`src/rtl/uart_pkg.sv`:
```
// Shared types for the UART receive controller: frame config, line FSM
// states and the data-width mask used when storing received bytes.
package uart_pkg;

  typedef enum logic [1:0] {
    DB5 = 2'b00,
    DB6 = 2'b01,
    DB7 = 2'b10,
    DB8 = 2'b11
  } data_bits_e;

  typedef struct packed {
    data_bits_e data_bits;
    logic       stop_bits;    // 0 = one stop bit, 1 = two
    logic       parity_en;
    logic       parity_type;  // 0 = even, 1 = odd
  } uart_cfg_t;

  localparam uart_cfg_t UART_CFG_DEFAULT = '{
    data_bits:   DB8,
    stop_bits:   1'b0,
    parity_en:   1'b0,
    parity_type: 1'b0
  };

  typedef enum logic {
    LINE_IDLE  = 1'b0,
    LINE_FRAME = 1'b1
  } line_state_e;

  // FIFO entry: {parity flag, data byte}
  localparam int FIFO_W = 9;

  // Keeps only the bits that belong to the configured character width.
  function automatic logic [7:0] width_mask(input data_bits_e db);
    logic [7:0] m;
    case (db)
      DB5:     m = 8'h1F;
      DB6:     m = 8'h3F;
      DB7:     m = 8'h7F;
      default: m = 8'hFF;
    endcase
    return m;
  endfunction

endpackage

```
`src/rtl/uart_rx_fifo.sv`:
```
// Synchronous show-ahead FIFO. Head entry is visible on rdata whenever the
// FIFO is non-empty; rdata reads zero when empty. A push into a full FIFO
// is accepted only when a pop happens on the same edge.
module uart_rx_fifo #(
  parameter int DEPTH = 8,
  parameter int W     = 9
) (
  input  logic                     clk,
  input  logic                     reset,
  input  logic                     push,
  input  logic                     pop,
  input  logic [W-1:0]             wdata,
  output logic [W-1:0]             rdata,
  output logic [$clog2(DEPTH):0]   count,
  output logic                     full,
  output logic                     empty
);

  localparam int AW = $clog2(DEPTH);

  logic [DEPTH-1:0][W-1:0] mem;
  logic [AW-1:0]           wr_ptr, rd_ptr;
  logic                    do_push, do_pop;

  assign full    = (count == (AW+1)'(DEPTH));
  assign empty   = (count == '0);
  assign do_pop  = pop && !empty;
  assign do_push = push && (!full || pop);
  assign rdata   = empty ? '0 : mem[rd_ptr];

  // Storage array; contents are don't-care until written, so no reset.
  always_ff @(posedge clk) begin
    if (do_push) mem[wr_ptr] <= wdata;
  end

  // Pointers and occupancy; pointers wrap naturally (power-of-two depth).
  always_ff @(posedge clk) begin
    if (reset) begin
      wr_ptr <= '0;
      rd_ptr <= '0;
      count  <= '0;
    end else begin
      if (do_push) wr_ptr <= wr_ptr + 1'b1;
      if (do_pop)  rd_ptr <= rd_ptr + 1'b1;
      case ({do_push, do_pop})
        2'b10:   count <= count + 1'b1;
        2'b01:   count <= count - 1'b1;
        default: count <= count;
      endcase
    end
  end

endmodule

```
`src/rtl/uart_rx_ctrl.sv`:
```
// UART receive controller: applies frame config only between frames,
// buffers received bytes with their parity flag, drives rts_n flow control
// with hysteresis, and keeps parity-error / overflow statistics.
module uart_rx_ctrl
  import uart_pkg::*;
#(
  parameter int DEPTH = 8,
  parameter int HI_WM = 6,
  parameter int LO_WM = 2
) (
  input  logic       clk,
  input  logic       reset,
  input  logic       cfg_wr,
  input  logic [1:0] cfg_data_bit_num,
  input  logic       cfg_stop_bit_num,
  input  logic       cfg_parity_en,
  input  logic       cfg_parity_type,
  output logic       cfg_ack,
  output logic [1:0] data_bit_num,
  output logic       stop_bit_num,
  output logic       parity_en,
  output logic       parity_type,
  input  logic       rxd,
  input  logic       rx_done,
  input  logic [7:0] rx_data,
  input  logic       parity_error,
  input  logic       rd_en,
  output logic       rd_valid,
  output logic [7:0] rd_data,
  output logic       rd_err,
  output logic       rts_n,
  output logic       overflow,
  output logic [7:0] err_cnt,
  input  logic       clear_stats
);

  localparam int CW = $clog2(DEPTH) + 1;

  line_state_e        state_q, state_d;
  logic               apply;
  uart_cfg_t          shadow_q, cfg_q;
  logic               pending_q;

  logic [CW-1:0]      count;
  logic               full, empty;
  logic [FIFO_W-1:0]  fifo_wdata, fifo_rdata;
  logic               drop, err_hit;

  // Line FSM next state; apply only from a quiet idle line so a config
  // change can never land on the edge a new start bit is seen.
  always_comb begin
    state_d = state_q;
    apply   = 1'b0;
    case (state_q)
      LINE_IDLE: begin
        if (!rxd)           state_d = LINE_FRAME;
        else if (pending_q) apply   = 1'b1;
      end
      LINE_FRAME: begin
        if (rx_done) state_d = LINE_IDLE;
      end
      default: state_d = LINE_IDLE;
    endcase
  end

  // Line FSM state register.
  always_ff @(posedge clk) begin
    if (reset) state_q <= LINE_IDLE;
    else       state_q <= state_d;
  end

  // Shadow capture and apply; a write on the apply edge stays pending.
  always_ff @(posedge clk) begin
    if (reset) begin
      shadow_q  <= UART_CFG_DEFAULT;
      cfg_q     <= UART_CFG_DEFAULT;
      pending_q <= 1'b0;
      cfg_ack   <= 1'b0;
    end else begin
      cfg_ack <= apply;
      if (apply) begin
        cfg_q     <= shadow_q;
        pending_q <= 1'b0;
      end
      if (cfg_wr) begin
        shadow_q  <= '{data_bits:   data_bits_e'(cfg_data_bit_num),
                       stop_bits:   cfg_stop_bit_num,
                       parity_en:   cfg_parity_en,
                       parity_type: cfg_parity_type};
        pending_q <= 1'b1;
      end
    end
  end

  assign data_bit_num = cfg_q.data_bits;
  assign stop_bit_num = cfg_q.stop_bits;
  assign parity_en    = cfg_q.parity_en;
  assign parity_type  = cfg_q.parity_type;

  assign err_hit    = rx_done && parity_error && cfg_q.parity_en;
  assign drop       = rx_done && full && !rd_en;
  assign fifo_wdata = {err_hit, rx_data & width_mask(cfg_q.data_bits)};

  uart_rx_fifo #(
    .DEPTH (DEPTH),
    .W     (FIFO_W)
  ) u_fifo (
    .clk   (clk),
    .reset (reset),
    .push  (rx_done),
    .pop   (rd_en),
    .wdata (fifo_wdata),
    .rdata (fifo_rdata),
    .count (count),
    .full  (full),
    .empty (empty)
  );

  assign rd_valid = !empty;
  assign rd_data  = fifo_rdata[7:0];
  assign rd_err   = fifo_rdata[8];

  // Flow control with hysteresis on the registered occupancy.
  always_ff @(posedge clk) begin
    if (reset)                          rts_n <= 1'b0;
    else if (count >= CW'(HI_WM))       rts_n <= 1'b1;
    else if (count <= CW'(LO_WM))       rts_n <= 1'b0;
  end

  // Sticky overflow; clear_stats takes priority over a new drop.
  always_ff @(posedge clk) begin
    if (reset || clear_stats) overflow <= 1'b0;
    else if (drop)            overflow <= 1'b1;
  end

  // Saturating parity-error counter; dropped frames still count.
  always_ff @(posedge clk) begin
    if (reset || clear_stats)              err_cnt <= 8'd0;
    else if (err_hit && err_cnt != 8'hFF)  err_cnt <= err_cnt + 8'd1;
  end

endmodule

```
`config.mk`:
```
export PLATFORM = sky130hd
export DESIGN_NAME = uart_rx_ctrl
export DESIGN_NICKNAME = d
export VERILOG_FILES = /design/src/rtl/uart_pkg.sv /design/src/rtl/uart_rx_fifo.sv /design/src/rtl/uart_rx_ctrl.sv
export SDC_FILE = /design/constraint.sdc
export NUM_CORES = 1
export LEC_CHECK = 0
export CAP_MARGIN = 20
export CORE_ASPECT_RATIO = 0.6
export CORE_MARGIN = 4
export CORE_UTILIZATION = 56
export DETAILED_ROUTE_END_ITERATION = 10
export GPL_TIMING_DRIVEN = 1
export PLACE_DENSITY = 0.86
export SLEW_MARGIN = 20
export SYNTH_ARGS = -nofsm -noshare
export SYNTH_HDL_FRONTEND = slang
export SYNTH_SLANG_ARGS = --single-unit
```
`constraint.sdc`:
```
create_clock -name clk -period 3.49 [get_ports clk]
set_input_delay 0.698 -clock clk [delete_from_list [all_inputs] [get_ports clk]]
set_output_delay 0.698 -clock clk [all_outputs]
set_load 0.005 [all_outputs]
```
# Word-level counts from Yosys, hierarchy flattened
# Index checks and enable logic that the tools add are counted.
# Widths: inputs -> output; s select.
# word_totals
elab_cells,79
input_bits,21
output_inout_bits,26
mem_count,0
mem_bits_rw,0
regBits,105
latchBits,0
romBits,0
# classes
bitwise,2
n_reduce_logical,18
add_sub_neg,5
eq_ne,6
mul,0
n_lt_le_gt_ge,5
n_mux,18
div,0
n_shift,0
# ops
cell,n
$bwmux 72,1
$bmux 9 s3,1
$demux 9 s3,1
$mux 9,3
$pmux 8 s3,1
$mux 1,9
$add 8x1->8 const B,1
$and 8x8->8,1
$logic_and 1x1->1,8
$lt 3x4->1 const B,2
$ne 8x8->1 const B,1
$pmux 4 s2,1
$add 3x1->3 const B,2
$reduce_bool 2->1,3
$add 4x1->4 const B,1
$eq 2x1->1 const B,2
$eq 2x2->1 const B,2
$eq 4x4->1 const B,1
$ge 4x3->1 const B,1
$le 4x2->1 const B,1
$logic_not 4->1,1
$sub 4x1->4 const B,1
$ge 3x1->1 const B,1
$logic_not 1->1,3
4 further kinds,5

# Logic depth before layout (Yosys ltp)
# Gate-level depths: netlist of the first run.
# depth
depth_word,6
ltp_mapped,14
depth_no_buf,11

# Cells and area by module
# From an unflattened synthesis of the first run, not the netlist that was laid out.
# hier_totals
cells_unflattened,293
hier_area_um2,4281.6
# by_module_without_submodules
module,area_per_inst_um2,seq_area_each_um2,cells_per_inst,n_inst
uart_rx_fifo,3338.2,2362.3,184,1
uart_rx_ctrl,943.4,460.4,109,1

# Worst setup path after synthesis of the first run
# OpenSTA, ideal clock, no wires.
# synth_timing
path_type,register -> register
from,register u_fifo.count[1]
to,register u_fifo.count[2]
path_buffers,3
setup_ns,0.070
required_ns,3.420
path_slack_ns,0.878
arrival_ns,2.542
synth_period_minus_slack_ns,2.612
stages_incl_launch_ff,15
path_cell_list,dfxtp_1 > buf_6 > or3_1 > buf_6 > nor2_8 > inv_4 > and2_4 > buf_6 > ha_1 > xor2_1 > ha_1 > a21oi_1 > xor2_1 > or3_1 > a21oi_1
# synth_via
word_cells_on_any_way,13
cone_classes,2 x add/sub; 3 x eq/ne; 1 x mux; 7 x reduce/logical
# synth_rtl
element,line,text
from (decl),uart_rx_fifo.sv:14,"output logic [$clog2(DEPTH):0] count,"
from (signal assigned),uart_rx_fifo.sv:46,2'b10: count <= count + 1'b1;
from (signal assigned),uart_rx_fifo.sv:47,2'b01: count <= count - 1'b1;
from (signal assigned),uart_rx_fifo.sv:48,default: count <= count;
$logic_not 4->1 (*),uart_rx_fifo.sv:26,assign empty = (count == '0);
$logic_not 1->1 (*),-,
net rd_valid,uart_rx_ctrl.sv:28,"output logic rd_valid,"
$logic_and 1x1->1 (*),uart_rx_fifo.sv:27,assign do_pop = pop && !empty;
net u_fifo.do_pop,uart_rx_fifo.sv:23,"logic do_push, do_pop;"
$eq 2x1->1 or $eq 2x2->1 (tied branches),uart_rx_fifo.sv:45,"case ({do_push, do_pop})"
$pmux 4 s2 or $reduce_bool 2->1 (tied branches),-,
# Mark *: on every way through the listed nets, which the timed path passes. The rest lies on a longest branch.
# A chain may end at the register's enable or synchronous reset.

# Final worst setup path of the first run
# layout_timing
from,register u_fifo.rd_ptr[0]
to,output port rd_data[5]
# layout_via
elab_chain_len,3
# layout_lines
element,line,text
from (decl),uart_rx_fifo.sv:22,"logic [AW-1:0] wr_ptr, rd_ptr;"
from (signal assigned),uart_rx_fifo.sv:44,if (do_pop) rd_ptr <= rd_ptr + 1'b1;
$bmux 9 s3,uart_rx_fifo.sv:29,assign rdata = empty ? '0 : mem[rd_ptr];
$mux 9 (not written as such),uart_rx_fifo.sv:29,
$mux 9,uart_rx_fifo.sv:29,
to (decl),uart_rx_ctrl.sv:29,"output logic [7:0] rd_data,"
# Every way passes these cells. The select of a mux whose other input is x is not followed.

==> results of run 1 <==
## cell type report
type,instances,share of cell area [%]
clock buffers,13,4.83
clock inverters,3,0.338
inverters,4,0.338
multi-input cells,170,26.8
flip-flops and latches,105,54.5
well taps,104,2.51
repair buffers,58,10.6
## where the power goes
| part | internal, mW | switching (mW) |
|---|---|---|
| clock | 0.501 | 0.405 |
| sequential | 1.41 | 0.0664 |
| combinational | 0.412 | 0.376 |
| total | 2.32 | 0.848 |
## cell families (layout without fill, tap and decap cells)
group | after synthesis | count (layout) | synth area share [%]
flops | 105 | 105 | 65.5
compound gates | 28 | 28 | 4.32
mux | 37 | 37 | 13.8
buf+inv | 18 | 78 | 2.50
fa+ha+maj | 6 | 6 | 1.74
xor+xnor | 8 | 8 | 1.63
simple gates | 91 | 91 | 10.5
## path summary, 6_finish.rpt
kind / cells after the start / to
max: 5 / rd_data[5]
min: 1 / state_q
max reg2reg: 11 / u_fifo.count[2]
min reg2reg: 1 / state_q
## cells in the mapped netlist (all sizes together)
cell type,n,area (um2)
a211o,2,17.5
a211oi,1,7.51
a21o,1,7.51
a21oi,10,50.1
a22o,1,8.76
a31oi,2,12.5
a41oi,1,8.76
and2,2,15.0
and3,1,6.26
and4,2,17.5
buf,8,62.6
clkbuf,6,27.5
dfxtp,33,661
edfxtp,72,2160
ha,6,75.1
inv,4,17.5
mux2,1,11.3
mux2i,18,180
mux4,18,405
nand2,13,48.8
nand2b,4,25.0
nand3,9,45.0
nand3b,3,22.5
nand4b,1,8.76
nor2,37,155
nor2b,5,31.3
nor3,8,40.0
nor4,3,18.8
o211ai,2,15.0
o21a,2,15.0
o21ai,5,36.3
o21bai,1,7.51
or2,1,6.26
or3,2,12.5
xnor2,2,17.5
xor2,6,52.6
## sequential cells by signal, summed over array words and instances, names as in the netlist, 2 cells and up
register / flops
data_bit_num: 2
err_cnt: 8
shadow_q: 5
u_fifo.count: 4
u_fifo.mem: 72
u_fifo.rd_ptr: 3
u_fifo.wr_ptr: 3
## layer usage
metal  up-vias  GRT usage (%)  wire, um
met4         0           5.59        82
met3        10           6.03       663
met5         -              0         0
li1       1215              -         -
met2        86           29.3      3960
met1      1273           27.3      3610
## cells in the final DEF (no fill, tap or decap), types with 3 or more instances in the layout
master	count
sky130_fd_sc_hd__ha_1	6
sky130_fd_sc_hd__o21ai_0	4
sky130_fd_sc_hd__xor2_1	6
sky130_fd_sc_hd__clkbuf_1	3
sky130_fd_sc_hd__nand2b_1	4
sky130_fd_sc_hd__mux4_2	18
sky130_fd_sc_hd__edfxtp_1	72
sky130_fd_sc_hd__clkbuf_16	9
sky130_fd_sc_hd__nand2_1	13
sky130_fd_sc_hd__nor3_1	8
sky130_fd_sc_hd__dfxtp_1	33
sky130_fd_sc_hd__nor2b_1	5
sky130_fd_sc_hd__clkdlybuf4s50_1	46
sky130_fd_sc_hd__a21oi_1	10
sky130_fd_sc_hd__inv_1	3
sky130_fd_sc_hd__nand3_1	9
sky130_fd_sc_hd__nor2_1	36
sky130_fd_sc_hd__mux2i_1	18
sky130_fd_sc_hd__buf_4	12
sky130_fd_sc_hd__nand3b_1	3
## critical path, stage by stage (launching register included)
cell,delay [ns]
sky130_fd_sc_hd__dfxtp_1,0.38
sky130_fd_sc_hd__buf_4,0.36
sky130_fd_sc_hd__mux4_2,0.56
sky130_fd_sc_hd__mux2i_1,0.17
sky130_fd_sc_hd__nor2_1,0.09
sky130_fd_sc_hd__clkdlybuf4s50_1,0.46
## through the flow
step	worst slack, ns	std cells	util, %	power, mW	cell area [um2]
CTS	0.388	457	70.4	3.20	5180
detailed placement	0.373	441	66.7	2.29	4910
global placement	0.520	441	66.7	2.27	4910
finish	0.438	457	70.4	3.17	5180
global route	0.285	457	70.4	3.34	5180
floorplan	0.878	293	-	2.00	4310
==> results.md, run 1 <==
* Status: completed
* Sequential fraction of the synthesis area at 65.5%
* Final Routed Wirelength at around 8300 um
* Class of the most critical hold timing path: flip-flop to flip-flop
* Maximum number of pins on one net before global-route repair at 27
* Clk slew on worst S/H paths at around 0.06 ns
* Starting Density at 58.6%
* Layout-stage area growth over the synthesis result at 20.1%
* GR Overflow Total at 0
* Number of global-route vias before repair at approximately 2600
* Ports at 47
* First-pass GRT wire length at 13600 um
* Antenna fix cells at 0
* Count of input and output buffers at 46
* Max-cap violations at 0
* Final hold violations at 0
* Critical path required time at about 2.8 ns
* Proportion of layout cells with a drive suffix above 1 at between 10% and 20%
* Total routing resource utilization after global routing at between 10% and 20%
* Average cell area after synthesis at 14.7 um2
* Violation count after the first detailed-route iteration at around 220
* Slack of the worst reg-to-reg path at roughly 0.67 ns
* Beginning of the critical path: u_fifo.rd_ptr[0]
* Distinct cell type count after synthesis at 45
* Maximum frequency from static timing analysis at between 300 and 400 MHz
* Number of fill cells at 492
* Detailed-router iteration count before antenna repair at 4
* Via count at ~2600
* Setup CP Type: flip-flop to primary output
* Total of warnings raised by yosys at 0
* Clock Tree Buf Depth at 2
* Number of rows in the core area at 24
* Portion of the clock cycle consumed by the worst path in the final layout at about 87%
* Max rail drop VDD at about 350 uV
* Die Area at approximately 9200 um2
* Min-Delay Startpoint: state_q
* Die height at roughly 76 um
* Least-Margin Pin Slew at approximately 0.65 ns
* Average wire length per cell after detail routing at roughly 18 um
* Maximum fanout along the worst path at 18
* Number of gates given a new drive strength after cts at 0
* Worst hold slack after final layout at 0.450 ns
* Arrival time of the worst setup path at about 2.4 ns
* Count of endpoints failing setup in the final report at 0
* Setup skew after layout at 0.00563 ns
* Via density at about 5.7
* Num Clock Sinks at between 100 and 150
* Clock tree root buffer cell: sky130_fd_sc_hd__clkbuf_16
* TritonCTS buffer count at 9
* Post-Synthesis Cell Area at approximately 4300 um2
* Flop and latch count out of synthesis at between 100 and 150
* Pwr dens at 613 nW/um2
* Core Area at approximately 7400 um2
* Sum Neg Setup Slack at 0 ns
* Routability cong. at slightly below 0.8
* Net count after synthesis at 320
* Leakage power summed over all cells at 1.74 nW
* Pins Over Slew Limit at 0
* Kind of start point of the critical path: flip-flop
* Remaining number of nets flagged by the antenna check after routing at 0
* Clock tree from TritonCTS: built
* Slew headroom at roughly 57%
* Endpoint class of the critical path: primary output
* Final min period at 3.05 ns
* Clock insertion delay at the later pin of the skew report at around 0.34 ns
* Cells after Synth at around 300
* Count of hold-fix buffers inserted at cts at 0
* Number of nets in the layout at roughly 380
* Area taken by flip-flops and latches at approximately 2800 um2
* Number of levels in the clock H-tree at 3
* Beginning of the worst register-to-register path: u_fifo.count[1]
* Remaining design rule violation count at 0
* Setup repair after global routing missed its margin: no
* Detailed Place HPWL at approximately 5500 um
* Die extent in x at around 120 um
* Multi-input combinational cell area at approximately 1400 um2
* Setup bufs post-CTS at 0
* Antenna violations before repair at 0
Note: power is estimated with default switching activity, not from simulation.
==> inputs of run 2 (changes only) <==
- CORE_MARGIN: 4 -> 1.5
==> run 2 against run 1 <==
Combinational power about the same. Setup slack worse by 0.0055 ns. Wire length about the same. Sequential share of layout area down 0.079 points. Final cell count unchanged. Critical path depth unchanged. Count of clock-buffer cells in the layout down 3. Power down 0.19%. Global-route usage up 2.7 points. Non-clock buffer count unchanged. Final area up 0.15%. Critical endpoint is now rd_data[6]. Largest cell class unchanged. Highest routed layer unchanged.
==> results.md, run 2 (synthesis results as in run 1) <==
* Status: completed
* Maximum fanout along the worst path at 16 (-2)
* Registers with the most flip-flops: u_fifo.mem: 72 flops, err_cnt: 8 flops, shadow_q: 5 flops
* Number of non-filler instances in the completed layout at 457 (unchanged)
* Commonest cells after routing, fill and taps aside: sky130_fd_sc_hd__edfxtp_1, sky130_fd_sc_hd__clkdlybuf4s50_1, sky130_fd_sc_hd__nor2_1
* Setup CP Type: flip-flop to primary output
* Pre-CTS setup slack at 0.449 ns (+0.0758 ns)
* Leakage power summed over all cells at 1.74 nW (about the same)
* Count of input and output buffers at 46 (unchanged)
* Count of hold-fix buffers inserted at cts at 0 (unchanged)
* Total routing resource utilization after global routing at 22.0% (+2.7 points)
* Clock insertion delay at the later pin of the skew report at 0.34 ns (about the same)
* Number of global-route vias before repair at 2537 (-2.2%)
* Number of fill cells at 492 (unchanged)
* Setup bufs post-CTS at 0 (unchanged)
* Clk slew on worst S/H paths at 0.07 ns (about the same)
* Number of nets in the layout at 375 (unchanged)
* Critical path required time at 2.79 ns (about the same)
* Cell count after placement at 441 (unchanged)
* Ports at 47 (unchanged)
* Worst setup slack after layout at 0.433 ns (-0.00547 ns)
* Antenna violations before repair at 0 (unchanged)
* Max rail drop VDD at 286 uV (-19%)
* Clock tree root buffer cell: sky130_fd_sc_hd__clkbuf_16
* Max FFs per register at 72 (unchanged)
* Class of the most critical hold timing path: flip-flop to flip-flop
* Via count at 2595 (+0.43%)
* Least-Margin Pin Slew at 0.668 ns (+0.0210 ns)
* Average wire length per cell after detail routing at 18.2 um (about the same)
* Clock tree from TritonCTS: built
* Die extent in x at 116 um (-4.1%)
* Layout-stage area growth over the synthesis result at 20.2%
* Num Clock Sinks at 105 (unchanged)
* Endpoint class of the critical path: primary output
* Maximum frequency from static timing analysis at 327 MHz (-0.18%)
* Die Area at 8250 um2 (-10%)
* Die height at 71.0 um (-6.6%)
* Setup repair after global routing missed its margin: no
* Top reg by flops: u_fifo.mem
* Remaining design rule violation count at 0 (unchanged)
* Count of endpoints failing setup in the final report at 0 (unchanged)
* Detailed-router iteration count before antenna repair at 4 (unchanged)
* Setup skew after layout at 0.00759 ns (+0.00196 ns)
* Clock Tree Buf Depth at 2 (unchanged)
* Sum Neg Setup Slack at 0 ns (unchanged)
* Detailed Place HPWL at 5480 um (-0.26%)
* Pins Over Slew Limit at 0 (unchanged)
* TritonCTS buffer count at 9 (unchanged)
* GR Overflow Total at 0 (unchanged)
* Leading cell type in the layout, fill and taps excluded: sky130_fd_sc_hd__edfxtp_1
* Number of gates given a new drive strength after cts at 0 (unchanged)
* Total chip power at 3.17 mW (-0.19%)
* Via density at 5.68 (+0.43%)
* Portion of the clock cycle consumed by the worst path in the final layout at 87.6% (+0.16 points)
* Final hold violations at 0 (unchanged)
* Core Area at 7360 um2 (unchanged)
* First-pass GRT wire length at 13100 um (-3.5%)
* Max-cap violations at 0 (unchanged)
* Starting Density at 58.6% (unchanged)
* Routability cong. at 0.876 (+11%)
* Final min period at 3.06 ns (+0.00547 ns)
* Violation count after the first detailed-route iteration at 265 (+21%)
* Number of levels in the clock H-tree at 3 (unchanged)
* Proportion of layout cells with a drive suffix above 1 at 14.2% (unchanged)
* Maximum number of pins on one net before global-route repair at 27 (unchanged)
* Antenna fix cells at 0 (unchanged)
* Final Routed Wirelength at 8320 um (about the same)
* Slew headroom at 55.4% (-1.4 points)
* Arrival time of the worst setup path at 2.36 ns (about the same)
* Remaining number of nets flagged by the antenna check after routing at 0 (unchanged)
* Slack of the worst reg-to-reg path at 0.72 ns (+0.05 ns)
* Kind of start point of the critical path: flip-flop
* Pwr dens at 611 nW/um2 (-0.33%)
* Number of rows in the core area at 24 (unchanged)
-- run 2: final cells by class --
| class | instances | area (um2) | share of cell area [%] |
|---|---|---|---|
| clock inverter | 6 | 33.8 | 0.652 |
| tap | 104 | 130 | 2.51 |
| timing repair buffer | 58 | 563 | 10.9 |
| multi-input combinational | 170 | 1390 | 26.8 |
| inverter | 4 | 17.5 | 0.338 |
| sequential | 105 | 2820 | 54.5 |
| clock buffer | 10 | 229 | 4.42 |
-- run 2: stage by stage --
| step | instance area (um2) | util [%] | hold WS (ns) |
|---|---|---|---|
| after global placement | 4920 | 66.9 | 0.441 |
| after global routing | 5180 | 70.5 | 0.479 |
| after CTS | 5180 | 70.5 | 0.459 |
| final | 5180 | 70.5 | 0.457 |
| after detailed placement | 4920 | 66.9 | 0.449 |
| after floorplan | 4310 | - | 0.416 |
-- run 2: critical path: stages (launching register included) --
cell and delay [ns]:
sky130_fd_sc_hd__dfxtp_1 0.54, sky130_fd_sc_hd__buf_12 0.23, sky130_fd_sc_hd__mux4_2 0.50, sky130_fd_sc_hd__mux2i_1 0.23, sky130_fd_sc_hd__nor2_1 0.06, sky130_fd_sc_hd__clkdlybuf4s50_1 0.44
-- run 2: final timing paths --
path                                       start               to  depth (start not counted)
worst min register to register      stop_bit_num     stop_bit_num                          2
worst max-delay path            u_fifo.rd_ptr[0]       rd_data[6]                          5
worst max register to register   u_fifo.count[0]  u_fifo.count[2]                         11
worst min-delay path                stop_bit_num     stop_bit_num                          2
-- run 2: routing by layer --
metal  share of wire, %  global-route usage, %  up-vias
met5                  0                      0        -
met4               0.43                   6.50        0
met3                6.7                   7.03        3
met2                 49                   34.2       80
met1                 44                   30.3     1298
li1                   -                      -     1214
-- run 2: where the power goes --
part	switching, mW	total, mW	internal (mW)
combinational	0.369	0.789	0.420
sequential	0.0692	1.48	1.41
clock	0.419	0.898	0.479
